## src/rtl/vga_timing_pkg.sv

```systemverilog
// Shared 640x480 timing constants, lock-state encoding and coordinate helpers
// for the VGA sync decoder.
package vga_timing_pkg;

    localparam int unsigned COORD_W     = 10;
    localparam int unsigned GOOD_CNT_W  = 3;

    localparam int unsigned H_TOTAL     = 800;
    localparam int unsigned V_TOTAL     = 525;
    localparam int unsigned H_ACT_START = 144;
    localparam int unsigned H_ACT_END   = 784;
    localparam int unsigned V_ACT_START = 35;
    localparam int unsigned V_ACT_END   = 515;

    localparam logic [COORD_W-1:0] COORD_MAX = '1;

    typedef enum logic [1:0] {
        UNLOCKED = 2'd0,
        ACQUIRE  = 2'd1,
        LOCKED   = 2'd2
    } lock_state_t;

    // Increment that sticks at the top of the 10-bit range.
    function automatic logic [COORD_W-1:0] sat_inc(input logic [COORD_W-1:0] v);
        return (v == COORD_MAX) ? v : v + COORD_W'(1);
    endfunction

endpackage

```

## src/rtl/sync_edge_det.sv

```systemverilog
// Registers a sync input and flags its rising edge. The register resets high so
// a sync already asserted at reset release is not mistaken for an edge.
module sync_edge_det (
    input  logic clk,
    input  logic rst,
    input  logic sig,
    output logic rise_c
);

    logic q;

    always_ff @(posedge clk or posedge rst) begin
        if (rst) begin
            q <= 1'b1;
        end else begin
            q <= sig;
        end
    end

    assign rise_c = sig & ~q;

endmodule

```

## src/rtl/vga_sync_decoder.sv

```systemverilog
// Rebuilds pixel coordinates and active-video from h_sync/v_sync, measures line
// and frame length, and tracks lock against the expected timing.
module vga_sync_decoder #(
    parameter int unsigned H_TOTAL     = vga_timing_pkg::H_TOTAL,
    parameter int unsigned V_TOTAL     = vga_timing_pkg::V_TOTAL,
    parameter int unsigned H_ACT_START = vga_timing_pkg::H_ACT_START,
    parameter int unsigned H_ACT_END   = vga_timing_pkg::H_ACT_END,
    parameter int unsigned V_ACT_START = vga_timing_pkg::V_ACT_START,
    parameter int unsigned V_ACT_END   = vga_timing_pkg::V_ACT_END,
    parameter int unsigned LOCK_FRAMES = 2
) (
    input  logic       clk,
    input  logic       rst,
    input  logic       h_sync,
    input  logic       v_sync,
    output logic [9:0] rec_x,
    output logic [9:0] rec_y,
    output logic       video_on,
    output logic       locked,
    output logic       frame_tick,
    output logic       sync_err,
    output logic [9:0] line_len,
    output logic [9:0] frame_lines
);

    import vga_timing_pkg::*;

    localparam logic [COORD_W-1:0]    H_LAST      = COORD_W'(H_TOTAL - 1);
    localparam logic [COORD_W-1:0]    H_TIMEOUT   = COORD_W'(H_TOTAL);
    localparam logic [COORD_W-1:0]    V_LAST      = COORD_W'(V_TOTAL - 1);
    localparam logic [COORD_W-1:0]    HA_START    = COORD_W'(H_ACT_START);
    localparam logic [COORD_W-1:0]    HA_END      = COORD_W'(H_ACT_END);
    localparam logic [COORD_W-1:0]    VA_START    = COORD_W'(V_ACT_START);
    localparam logic [COORD_W-1:0]    VA_END      = COORD_W'(V_ACT_END);
    localparam logic [GOOD_CNT_W-1:0] LOCK_TARGET = GOOD_CNT_W'(LOCK_FRAMES);

    logic h_rise;
    logic v_rise;

    sync_edge_det u_h_edge (
        .clk    (clk),
        .rst    (rst),
        .sig    (h_sync),
        .rise_c (h_rise)
    );

    sync_edge_det u_v_edge (
        .clk    (clk),
        .rst    (rst),
        .sig    (v_sync),
        .rise_c (v_rise)
    );

    lock_state_t           state;
    logic [GOOD_CNT_W-1:0] good_cnt;
    logic [GOOD_CNT_W-1:0] good_next;
    logic                  line_err;
    logic                  timeout;
    logic                  frame_good;
    logic                  frame_err;
    logic                  any_err;

    // Timing checks evaluated against the coordinates reached before this edge.
    assign line_err   = h_rise && (rec_x != H_LAST);
    assign timeout    = !h_rise && (rec_x == H_TIMEOUT);
    assign frame_good = v_rise && h_rise && (rec_y == V_LAST);
    assign frame_err  = (v_rise && !frame_good) ||
                        (h_rise && !v_rise && (rec_y == V_LAST));
    assign any_err    = line_err || frame_err || timeout;
    assign good_next  = good_cnt + GOOD_CNT_W'(1);

    // Coordinate recovery and line/frame length measurement.
    always_ff @(posedge clk or posedge rst) begin
        if (rst) begin
            rec_x       <= '0;
            rec_y       <= '0;
            line_len    <= '0;
            frame_lines <= '0;
        end else begin
            rec_x <= h_rise ? '0 : sat_inc(rec_x);
            if (v_rise) begin
                rec_y <= '0;
            end else if (h_rise) begin
                rec_y <= sat_inc(rec_y);
            end
            if (h_rise) begin
                line_len <= sat_inc(rec_x);
            end
            if (v_rise) begin
                frame_lines <= sat_inc(rec_y);
            end
        end
    end

    // Lock tracking; errors win over a good frame seen in the same cycle.
    always_ff @(posedge clk or posedge rst) begin
        if (rst) begin
            state      <= UNLOCKED;
            good_cnt   <= '0;
            locked     <= 1'b0;
            frame_tick <= 1'b0;
            sync_err   <= 1'b0;
        end else begin
            frame_tick <= 1'b0;
            sync_err   <= 1'b0;
            case (state)
                UNLOCKED: begin
                    if (v_rise) begin
                        state    <= ACQUIRE;
                        good_cnt <= '0;
                    end
                end
                ACQUIRE: begin
                    if (timeout) begin
                        state <= UNLOCKED;
                    end else if (line_err || frame_err) begin
                        good_cnt <= '0;
                    end else if (frame_good) begin
                        good_cnt <= good_next;
                        if (good_next == LOCK_TARGET) begin
                            state  <= LOCKED;
                            locked <= 1'b1;
                        end
                    end
                end
                LOCKED: begin
                    if (any_err) begin
                        state    <= UNLOCKED;
                        locked   <= 1'b0;
                        sync_err <= 1'b1;
                    end else if (frame_good) begin
                        frame_tick <= 1'b1;
                    end
                end
                default: begin
                    state  <= UNLOCKED;
                    locked <= 1'b0;
                end
            endcase
        end
    end

    assign video_on = locked &&
                      (rec_x >= HA_START) && (rec_x < HA_END) &&
                      (rec_y >= VA_START) && (rec_y < VA_END);

endmodule

```

## config.mk

```make
export PLATFORM = sky130hd
export DESIGN_NAME = vga_sync_decoder
export DESIGN_NICKNAME = d
export VERILOG_FILES = /design/src/rtl/vga_timing_pkg.sv /design/src/rtl/sync_edge_det.sv /design/src/rtl/vga_sync_decoder.sv
export SDC_FILE = /design/constraint.sdc
export NUM_CORES = 1
export LEC_CHECK = 0
export BUFFER_PORTS_ARGS = -buffer_cell sky130_fd_sc_hd__buf_4
export CAP_MARGIN = 30
export CELL_PAD_IN_SITES_DETAIL_PLACEMENT = 0
export CELL_PAD_IN_SITES_GLOBAL_PLACEMENT = 1
export CORE_ASPECT_RATIO = 1.4
export CORE_UTILIZATION = 41
export CTS_BUF_LIST = sky130_fd_sc_hd__clkbuf_4 sky130_fd_sc_hd__clkbuf_8 sky130_fd_sc_hd__clkbuf_16
export DETAILED_ROUTE_END_ITERATION = 12
export PLACE_DENSITY = 0.85
export REMOVE_ABC_BUFFERS = 1
export SYNTH_ARGS = -nofsm -noshare
export SYNTH_HDL_FRONTEND = slang
export SYNTH_SLANG_ARGS = --single-unit
export TNS_END_PERCENT = 10
```

## constraint.sdc

```tcl
create_clock -name clk -period 2.7 [get_ports clk]
set_input_delay 0.135 -clock clk [delete_from_list [all_inputs] [get_ports clk]]
set_output_delay 0.135 -clock clk [all_outputs]
set_load 0.05 [all_outputs]
```

==> results.toml <==
[setup_path]
cp_max_fo = 6
critPathLaunchType = "register"
path_cells = "ha_1 -> or4_1 -> o32ai_1 -> nand2_1 -> nor3_1 -> buf_4"
ff2ff_path_depth = 7
end_kind = "primary output"
cp.arrival_ps = 2230
max_stage_delay_ps = 460
crit_type = "reg2out"
critPathRequiredTime_ps = 2570
critical_path.slowest_cell = "dfrtp_1"

[timing]
period_minus_slack_ps = 2370
worst_pin_slew_ps = 607
drv_slew = 0
rsz0062_at_grt = "false"
min_period_over_period_pct = 87.7
finalSetupViolations = 0
max_freq_mhz = 422
holdWs_ps = 348
hold_viol = 0
fin_skew_ps = 6.95
relSlewSlack_pct = 59.4

[clocking]
post_cts_buffers = 0
numCtsBuffers = 5
cts.sinks = 50
cts_htree_levels = 2
clk_latency_ps = 310
clockRootBuffer = "clkbuf_8"
tritoncts = "done"
clk_pin_slew_ps = 90
cts_resized = 0
cts_buffer_depth = 2

[die]
ios = 48
die_x_um = 68.7
die_h_um = 95.4
num_rows = 33
coreArea_sq_um = 5950
start_util_pct = 42.9
dieArea_sq_um = 6550

[routing]
routedWlPerCell_um = 14.5
vias_per_cell = 5.37
vias = 2154
dr_wl_met3_um = 207
antenna_left = 0
dr.pass1.iters = 4
first_iter_violations = 126
routed_wirelength_um = 5820
wl_met2_um = 2950
routed.top_layer = "met4"
wl_met1_um = 2590
route.detailed.drc = 0

[finish]
seqCellArea_sq_um = 1250
fin_cells = 401
area_growth_pct = 22.5
num_antenna_cells = 0
drive_above_1_share_pct = 21.5
final_nets = 340
multi_input_area_sq_um = 1190
fillers = 561
fin_util_pct = 52.6

[synthesis]
synth_cell_type_count = 46
synth_area_sq_um = 2550
seq_area_frac_synth_pct = 49.1
synthArstFlopShare_pct = 100
ys_ff_latch = 50
netlist.area_leader.share_pct = 47.1
avgSynthCellArea_sq_um = 9.08
synth_edf_count = 0
synthCells = 281
ys_warn_count = 0
synth_top_area_cell = "dfrtp_1"
yosys-top-cells-area = "dfrtp_1, nand2_1, nor2_1, xnor2_1, o21ai_0"
ys.flop_type = "dfrtp_1"

[placed_design]
place_congestion = 0.818
dp_hpwl_um = 4250
numPlacedInstances = 390
port_buffers = 47

[power]
p_per_area_nw_per_um2 = 640
ir_worst_vdd_mv = 0.371
power_leakage_nw = 1.41

[global_routing]
grt_pass1_wl_um = 10000
antenna_found_initial = 0
grt_pass1_vias = 2161
grt.total_usage_pct = 20.5
grt-ovfl-total = 0
grt_max_degree = 38

[outcome]
outcome = "completed"

[worst_hold_path]
hold_class = "in2async"

[job]
drv_cap = 0
-- worst max-delay path, delay by kind of cell, from the launching register on --
kind	cells	cell delay (ps)
AO/OA/AOI/OAI	1	270
AND/OR/NAND/NOR	3	700
buffers and inverters	1	230
flip-flops	1	460
adder cells (fa/ha/maj)	1	280
-- final timing paths --
kind | startpoint | to | slack (ps)
worst max-delay path | rec_y[0] | video_on | 330
worst min-delay path | rst | frame_lines[2] | 350
worst max register to register | rec_x[0] | good_cnt[2] | 580
worst min register to register | line_len[4] | line_len[4] | 490
max in group asynchronous | rst | u_v_edge.q | 1790
min in group clk | line_len[4] | line_len[4] | 490
-- layout by cell type (no fill, tap or decap), types with 2 or more instances in the layout --
cell type and n:
clkbuf_8 5, xor2_1 5, o21ai_0 17, nor3_1 5
inv_1 11, nand4_1 8, a21oi_1 12, or2_2 2
nand2b_1 4, dlygate4sd3_1 3, ha_1 6, mux2i_1 5
nor4_1 4, dfrtp_1 48, or4_1 2, o31a_1 2
and2_1 2, nor2_1 31, nand3_1 8, o31ai_1 2
nand2_1 42, xnor2_1 10, nor2b_1 2, or3_1 4
dfstp_2 2, o21ai_1 7, buf_4 51, and3_1 5
a31oi_1 4
-- cells by family (layout without fill, tap and decap cells) --
kind of cell	after synthesis	in the layout	share of synthesized area, %
AND/OR/NAND/NOR	128	128	24.7
AO/OA/AOI/OAI	51	51	11.6
flip-flops	50	50	49.1
buffers and inverters	25	75	4.07
XOR/XNOR	15	15	5.15
adder cells (fa/ha/maj)	6	6	2.94
multiplexers	6	6	2.40
-- sequential cells by signal (all words and copies together), names as in the netlist, 2 cells and up --
| register | count |
|---|---|
| frame_lines | 10 |
| line_len | 10 |
| rec_x | 10 |
| rec_y | 10 |
| good_cnt | 3 |
| state | 2 |
-- power by group --
part	switching [mW]	total [mW]	internal (mW)
Combinational	0.394	0.560	0.165
Sequential	0.0766	0.897	0.821
Clock	0.265	0.543	0.278
-- what timing repair did --
item / 4_1_cts / 5_1_grt
endpoints found under the setup margin: 0 / 0
hold endpoints to repair: 15 / 0
hold buffers: 3 / 0
-- synth_stat cells, drive strengths merged (6+ instances only) --
cell type / n
nand3: 8
inv: 12
nor2: 32
nand4: 8
clkbuf: 10
xnor2: 10
ha: 6
dfrtp: 48
o21ai: 25
a21oi: 13
nand2: 42
-- per-stage QoR --
step / cell area, sq um / power (mW) / setup slack, ps / TNS, ps
2_1_floorplan: 2490 / 1.29 / -139 / -139
3_3_place_gp: 2960 / 1.46 / 652 / 0
3_5_place_dp: 2980 / 1.47 / 611 / 0
4_1_cts: 3130 / 2.02 / 312 / 0
5_1_grt: 3130 / 2.11 / 160 / 0
6_report: 3130 / 2.00 / 332 / 0
-- layout make-up --
type	instances	area share (%)
sequential	50	40.1
multi-input combinational	206	38.2
timing repair buffer	55	13.8
tap	70	2.80
clock buffer	5	2.20
inverter	12	1.44
clock inverter	3	1.40
-- routing by layer --
metal	up-vias	track usage, %
met3	6	3.59
met5	-	0
met1	1029	25.0
met2	60	35.6
met4	0	6.77
li1	1059	-
(Power assumes the default switching activity.)
